## src/rtl/uart_cmd_rx.sv

```systemverilog
// Host-to-board UART receiver: oversampled 8N1 byte deserialiser feeding a
// 5-byte command frame parser (sync, opcode, data_hi, data_lo, xor checksum).
module uart_cmd_rx #(
   parameter int         DELAY_FRAMES   = 234,
   parameter logic [7:0] SYNC_BYTE      = 8'hA5,
   parameter int         TIMEOUT_CYCLES = 270000
) (
   input  logic        clk,
   input  logic        rst_n,
   input  logic        uart_rx,
   output logic [7:0]  rx_byte,
   output logic        rx_byte_valid,
   output logic        cmd_valid,
   output logic [7:0]  cmd_opcode,
   output logic [15:0] cmd_data,
   output logic        err_framing,
   output logic        err_checksum,
   output logic        err_timeout
);
   localparam int BW = $clog2(DELAY_FRAMES);
   localparam int TW = $clog2(TIMEOUT_CYCLES + 1);
   localparam logic [BW-1:0] BIT_END  = BW'(DELAY_FRAMES - 1);
   localparam logic [BW-1:0] HALF_END = BW'(DELAY_FRAMES / 2 - 1);
   localparam logic [TW-1:0] TMO_END  = TW'(TIMEOUT_CYCLES - 1);
   localparam logic [TW-1:0] TMO_MAX  = TW'(TIMEOUT_CYCLES);

   typedef enum logic [2:0] {IDLE, START, DATA, STOP, WAIT_HIGH} rxState_t;
   typedef enum logic [2:0] {P_SYNC, P_OP, P_HI, P_LO, P_CHK} pState_t;

   logic          rxMeta, rxSync, rxPrev;
   logic          fallEdge;
   rxState_t      rxState;
   logic [BW-1:0] baudCnt;
   logic [2:0]    bitCnt;
   logic [7:0]    shiftReg;
   pState_t       pState;
   logic [7:0]    opReg, hiReg, loReg;
   logic [TW-1:0] tmoCnt;

   // rxPrev is a third stage used only to find the falling edge of the clean line
   always_ff @(posedge clk or negedge rst_n)
      if (!rst_n) {rxMeta, rxSync, rxPrev} <= 3'b111;
      else        {rxMeta, rxSync, rxPrev} <= {uart_rx, rxMeta, rxSync};

   assign fallEdge = rxPrev & ~rxSync;

   always_ff @(posedge clk or negedge rst_n) begin
      if (!rst_n) begin
         rxState       <= IDLE;
         baudCnt       <= '0;
         bitCnt        <= '0;
         shiftReg      <= '0;
         rx_byte       <= '0;
         rx_byte_valid <= 1'b0;
         err_framing   <= 1'b0;
      end else begin
         rx_byte_valid <= 1'b0;
         err_framing   <= 1'b0;
         case (rxState)
            IDLE:
               if (fallEdge) begin
                  rxState <= START;
                  baudCnt <= '0;
                  bitCnt  <= '0;
               end
            START:
               if (baudCnt == HALF_END) begin
                  baudCnt <= '0;
                  rxState <= rxSync ? IDLE : DATA;   // high at mid-start is a glitch
               end else baudCnt <= baudCnt + 1'b1;
            DATA:
               if (baudCnt == BIT_END) begin
                  baudCnt  <= '0;
                  shiftReg <= {rxSync, shiftReg[7:1]};
                  bitCnt   <= bitCnt + 1'b1;
                  if (bitCnt == 3'd7) rxState <= STOP;
               end else baudCnt <= baudCnt + 1'b1;
            STOP:
               if (baudCnt == BIT_END) begin
                  baudCnt <= '0;
                  if (rxSync) begin
                     rx_byte       <= shiftReg;
                     rx_byte_valid <= 1'b1;
                     rxState       <= IDLE;
                  end else begin
                     err_framing <= 1'b1;
                     rxState     <= WAIT_HIGH;
                  end
               end else baudCnt <= baudCnt + 1'b1;
            WAIT_HIGH:
               if (rxSync) rxState <= IDLE;
            default: rxState <= IDLE;
         endcase
      end
   end

   // A received byte always takes priority over a framing error or timeout
   always_ff @(posedge clk or negedge rst_n) begin
      if (!rst_n) begin
         pState       <= P_SYNC;
         opReg        <= '0;
         hiReg        <= '0;
         loReg        <= '0;
         tmoCnt       <= '0;
         cmd_valid    <= 1'b0;
         cmd_opcode   <= '0;
         cmd_data     <= '0;
         err_checksum <= 1'b0;
         err_timeout  <= 1'b0;
      end else begin
         cmd_valid    <= 1'b0;
         err_checksum <= 1'b0;
         err_timeout  <= 1'b0;

         if (rx_byte_valid || pState == P_SYNC) tmoCnt <= '0;
         else if (tmoCnt != TMO_MAX)            tmoCnt <= tmoCnt + 1'b1;

         if (rx_byte_valid) begin
            case (pState)
               P_SYNC: if (rx_byte == SYNC_BYTE) pState <= P_OP;
               P_OP: begin
                  opReg  <= rx_byte;
                  pState <= P_HI;
               end
               P_HI: begin
                  hiReg  <= rx_byte;
                  pState <= P_LO;
               end
               P_LO: begin
                  loReg  <= rx_byte;
                  pState <= P_CHK;
               end
               P_CHK: begin
                  if (rx_byte == (opReg ^ hiReg ^ loReg)) begin
                     cmd_valid  <= 1'b1;
                     cmd_opcode <= opReg;
                     cmd_data   <= {hiReg, loReg};
                  end else err_checksum <= 1'b1;
                  pState <= P_SYNC;
               end
               default: pState <= P_SYNC;
            endcase
         end else if (pState != P_SYNC) begin
            if (err_framing) pState <= P_SYNC;
            else if (tmoCnt == TMO_END) begin
               err_timeout <= 1'b1;
               pState      <= P_SYNC;
            end
         end
      end
   end

endmodule
```

## config.mk

```make
export PLATFORM = sky130hd
export DESIGN_NAME = uart_cmd_rx
export DESIGN_NICKNAME = d
export VERILOG_FILES = /design/src/rtl/uart_cmd_rx.sv
export SDC_FILE = /design/constraint.sdc
export NUM_CORES = 1
export LEC_CHECK = 0
export CORE_MARGIN = 4
export CORE_UTILIZATION = 45
export CTS_CLUSTER_DIAMETER = 200
export CTS_CLUSTER_SIZE = 8
export DETAILED_ROUTE_END_ITERATION = 7
export PLACE_DENSITY_LB_ADDON = 0.05
export RECOVER_POWER = 100
export SYNTH_ARGS = -nofsm -noshare
export SYNTH_HDL_FRONTEND = slang
export SYNTH_SLANG_ARGS = --single-unit
```

## constraint.sdc

```tcl
create_clock -name clk -period 5.59 [get_ports clk]
set_input_delay 1.118 -clock clk [delete_from_list [all_inputs] [get_ports clk]]
set_output_delay 1.118 -clock clk [all_outputs]
set_load 0.005 [all_outputs]
```

Word-level counts from Yosys, hierarchy flattened:

Index checks and enable logic that the tools add are counted.

* register bits: 108
* bits of input ports: 3
* output and inout bits: 37
* logic and storage cells: 109

* add/subtract/negate cells: 3
* equal/unequal tests: 22
* mux-type cells: 40
* bitwise logic cells: 4
* reductions and logical operators: 20

Operators with widths (number)
* 3-bit two-way mux: 14
* 19-bit two-way mux: 2
* 8-bit two-way mux: 3
* 8-bit case mux with 3 select lines: 1
* 19-bit by 1-bit adder with 19-bit output (second input constant): 1
* 19-bit == test (second input constant): 1
* 19-bit != test (second input constant): 1
* 8-bit == test (second input constant): 2
* 1-bit two-way mux: 16
* 8-bit bitwise XOR: 2
* 3-bit case mux with 5 select lines: 1
* 3-bit by 2-bit == test with 1-bit output (second input constant): 4
* 2-bit != test (second input constant): 6
* 3-bit case mux with 4 select lines: 1
* 3-bit AND reduction: 4
* 2-bit AND reduction: 5
* 3-bit == test (second input constant): 3
* 3-bit nonzero test: 3
* 8-bit by 1-bit adder with 8-bit output (second input constant): 1
* 8-bit by 7-bit == test with 1-bit output (second input constant): 1
* 8-bit == test: 1
* 3-bit by 1-bit == test with 1-bit output (second input constant): 2
* 3-bit logical NOT: 2
* 3-bit case mux with 2 select lines: 1
* other kinds (9): 11

Depth between registers and ports, before layout:

* word-level depth: 6
* gate-level depth with buffers: 8
* depth with buffers taken out: 7

Worst setup path after synthesis:

Ideal clock, no wire load.

* path type: flip-flop to flip-flop
* start: register baudCnt[1]
* end: register shiftReg[0]
* setup time: 0.125 ns
* arrival time: 1.988 ns
* required time: 5.465 ns
* path slack: 3.477 ns
* cell stages (with the launch flop): 8
* buffers on the path: 1
* clock period less this slack: 2.113 ns
* path through: dfrtp_1 inv_1 ha_1 nand4_1 or4b_1 or3_1 buf_6 mux2_4

* longest elaborated chain between the ends: 2

RTL lines
* start: declaration: RTL line 33 `logic [BW-1:0] baudCnt;`
* start signal: assignment: RTL line 70 `end else baudCnt <= baudCnt + 1'b1;`
* start signal: assignment: RTL line 77 `end else baudCnt <= baudCnt + 1'b1;`
* start signal: assignment: RTL line 89 `end else baudCnt <= baudCnt + 1'b1;`
* 8-bit == test: RTL line 72 `if (baudCnt == BIT_END) begin`
* 2-bit AND reduction (no line)
* end signal: assignment: RTL line 74 `shiftReg <= {rxSync, shiftReg[7:1]};`
* end: declaration: RTL line 35 `logic [7:0] shiftReg;`

No other way between the ends.
A chain may end at the register's enable or synchronous reset.

==> metrics.md <==
| Metric | Value |
|---|---|
| Total setup buffers inserted after CTS | `0` |
| Library cells used by synthesis | `between 50 and 60` |
| Placer Congestion | `~0.8` |
| CP Max Fanout | `72` |
| Main synth FF type | `dfrtp_1` |
| Final Routed Wirelength | `slightly below 9000 um` |
| Hold Buf Count CTS | `0` |
| Max incr delay on CP | `roughly 1500 ps` |
| Crit path capture type | `async pin` |
| Later-pin clock latency in the skew report | `between 300 and 400 ps` |
| Row count | `38` |
| Vias in the first global route | `about 3,000` |
| Final Setup Violations | `0` |
| Power density over the cells | `about 270 mW/mm^2` |
| I/O pin count | `40` |
| Startpoint Class | `primary input` |
| Synth Register Bits | `roughly 110` |
| CTS HTree Levels | `3` |
| Worst Hold Class | `reg -> reg` |
| Sink Count | `roughly 110` |
| Vias | `~3,000` |
| Status | `finished with violations` |
| Max IR drop VDD | `0.159 mV` |
| Avg Synthesized Cell Area | `between 10 and 15 um^2` |
| Synthesized instance count | `around 390` |
| Die Y | `between 100 and 150 um` |
| Die area | `~0.013 mm^2` |
| WS Path Type | `in -> async` |
| Top cells by area, synth | `dfrtp_1 53%, mux2_2 8.4%, mux2_4 8.2%, xnor2_1 3.5%, xor2_1 2.8%` |
| Pre-antenna DRT Iters | `4` |
| Leak | `between 0.002 and 0.003 uW` |
| Drt drc | `0` |
| DRT iter0 DRCs | `107` |
| Share of post-route cells with drive strength above 1 | `about an eighth` |
| Violated checks | `max-capacitance violations, max-slew violations` |
| First-pass GRT wire length | `between 15,000 and 20,000 um` |
| Relative slew slack | `-33.7%` |
| Clock transition at the registers of the reported paths | `110 ps` |
| Arrival @ worst endpoint | `3340 ps` |
| Port Buffers | `39` |
| Slew @ Worst Pin | `~2000 ps` |
| Final core occ | `between 50 and 60%` |
| Initial Util | `a little under half` |
| Top cell type's share of synthesized area | `between 50% and 60%` |
| Max cap viols | `1` |
| Area delta synth->final | `11.5%` |
| Global route overflow | `0` |
| RSZ-0062 raised after global routing | `false` |
| FMAX | `308 MHz` |
| Post-synth top area cell | `dfrtp_1` |
| Post_cts resized | `0` |
| Hold Vio Cnt, Final | `0` |
| Vias per cell | `5.26` |
| Detail Route Antenna Nets | `0` |
| Core area | `~0.011 mm^2` |
| Ant diodes | `0` |
| Hold Slack | `about 360 ps` |
| Net Count, Synth | `398` |
| Ys Warns | `0` |
| Worst path bufs/invs | `2` |
| Seq/Total Area, Yosys | `between 50% and 60%` |
| Fin. max-slew vios | `38` |
| Layout fillers | `about 1,000` |
| FFs w/ async S/R, synth | `between 90% and 100%` |
| Die Wd | `about 110 um` |
| Setup TNS | `0 ps` |
| Initial antenna violation count | `0` |
| Mapped cell area | `approximately 0.0050 mm^2` |
| Fin crit period | `between 3000 and 4000 ps` |
| Delay-heaviest family, CP | `buffers and inverters` |
| CP max-delay cell | `clkbuf_1` |
| Root Driver | `clkbuf_8` |
| Nets | `around 440` |
| Hpwl dp | `around 6000 um` |
| Largest net degree at the start of global routing | `73` |
| Post-synth EDFFs | `0` |
| Tcrit/Tclk final | `58.2%` |
| Total GRT Usage | `14.9%` |
| Cts bufs inserted | `9` |
| Max Clock Skew | `19.2 ps` |
| Req. time, crit path | `roughly 5700 ps` |
| CTS tree | `yes` |
| Clock Tree Buf Depth | `2` |
| Mean routed wirelength per cell | `15.5 um` |
| Crit-path cells | `buf_4 > clkbuf_1` |
through the flow:
stage / total power (uW) / cells / instance area [um^2] / worst slack, ps
global route: 1590 / 571 / 5530 / 1730
finish: 1500 / 571 / 5530 / 2340
floorplan: 982 / 388 / 4960 / 3480
global placement: 1030 / 556 / 5460 / 2970
CTS: 1540 / 571 / 5660 / 2900
detailed placement: 1030 / 556 / 5460 / 2930
worst paths after layout:
check	start	to	slack, ps	cells after the start
min	rxMeta$_DFF_PN1_	rxSync$_DFF_PN1_	360	0
max reg2reg	rx_byte[7]$_DFFE_PN0P_	cmd_data[6]$_DFFE_PN0P_	2570	5
max	rst_n	err_framing$_DFF_PN0_	2340	2
max in group clk	rx_byte[7]$_DFFE_PN0P_	cmd_data[6]$_DFFE_PN0P_	2570	5
min reg2reg	rxMeta$_DFF_PN1_	rxSync$_DFF_PN1_	360	0
min in group asynchronous	rst_n	cmd_data[8]$_DFFE_PN0P_	840	1
layout make-up:
| type | count | area, um^2 | area share, % |
|---|---|---|---|
| multi-input combinational | 258 | 2020 | 36.5 |
| sequential | 108 | 2710 | 48.9 |
| clock inverter | 6 | 78.8 | 1.43 |
| timing repair buffer | 40 | 392 | 7.08 |
| inverter | 10 | 37.5 | 0.679 |
| tap | 140 | 175 | 3.17 |
| clock buffer | 9 | 124 | 2.24 |
report_power, final:
part,internal [uW],switching (uW)
clock,215,280
combinational,60.2,105
sequential,804,34.8
layer usage:
layer / wire (um) / vias to the layer above / global-route usage [%]
li1: - / 1459 / -
met1: 4220 / 1494 / 19.5
met2: 4230 / 43 / 24.9
met3: 336 / 6 / 3.96
met4: 65 / 0 / 3.13
met5: 0 / - / 0
worst reg2reg max path, delay by kind of cell (launching register included):
kind	cells	cell delay [ps]
xor gates and xnor gates	2	330
DFF	1	480
muxes	1	670
and+or+nand+nor	2	1450
state kept, by name, summed over array words and instances, names as in the netlist, 3 cells and up:
register,cells
shiftReg,8
loReg,8
rx_byte,8
hiReg,8
pState,3
bitCnt,3
tmoCnt,19
rxState,3
baudCnt,8
opReg,8
cmd_data,16
cmd_opcode,8
cells by family (layout without fill, tap and decap cells):
| family | after synthesis | after routing | share of synthesized area [%] |
|---|---|---|---|
| simple gates | 103 | 103 | 12.3 |
| fa+ha+maj | 7 | 7 | 1.77 |
| xor+xnor | 36 | 36 | 6.36 |
| mux | 65 | 65 | 16.8 |
| compound gates | 47 | 47 | 6.13 |
| buf+inv | 22 | 65 | 2.14 |
| flops | 108 | 108 | 54.6 |
synthesized netlist by cell type, types with 3 or more instances:
cell	n
dfstp_2	3
xor2_1	16
mux2_4	27
nand2_1	10
a21oi_1	14
nand3_1	10
a21o_1	4
and3_1	4
nor4bb_1	3
xnor2_1	20
mux2_2	37
buf_6	3
dfrtp_1	105
nor3b_1	4
clkbuf_1	7
nand4_1	8
o21ai_0	12
and4_1	3
or3_1	8
nand2b_1	7
o2bb2ai_1	3
nor3_1	6
inv_1	10
nor2b_1	3
nor2_1	22
ha_1	7
layout by cell type (no fill, tap or decap), types with 3 or more instances in the layout:
master         instances
ha_1                   7
a21oi_1               14
nor3_1                 6
nand2b_1               7
and4_1                 3
nor2_1                23
or3_1                  8
mux2_2                37
dfrtp_1              105
nand4_1                8
nor4bb_1               3
nor4_1                 3
o21ai_0               14
dlygate4sd3_1         38
clkbuf_8               9
xor2_1                16
nand3_1               10
and3_1                 4
nor3b_1                4
o2bb2ai_1              3
inv_1                 10
a21o_1                 4
xnor2_1               20
mux2_1                27
nand2_1               10
nor2b_1                3
Power figures use the tool's default switching activity.
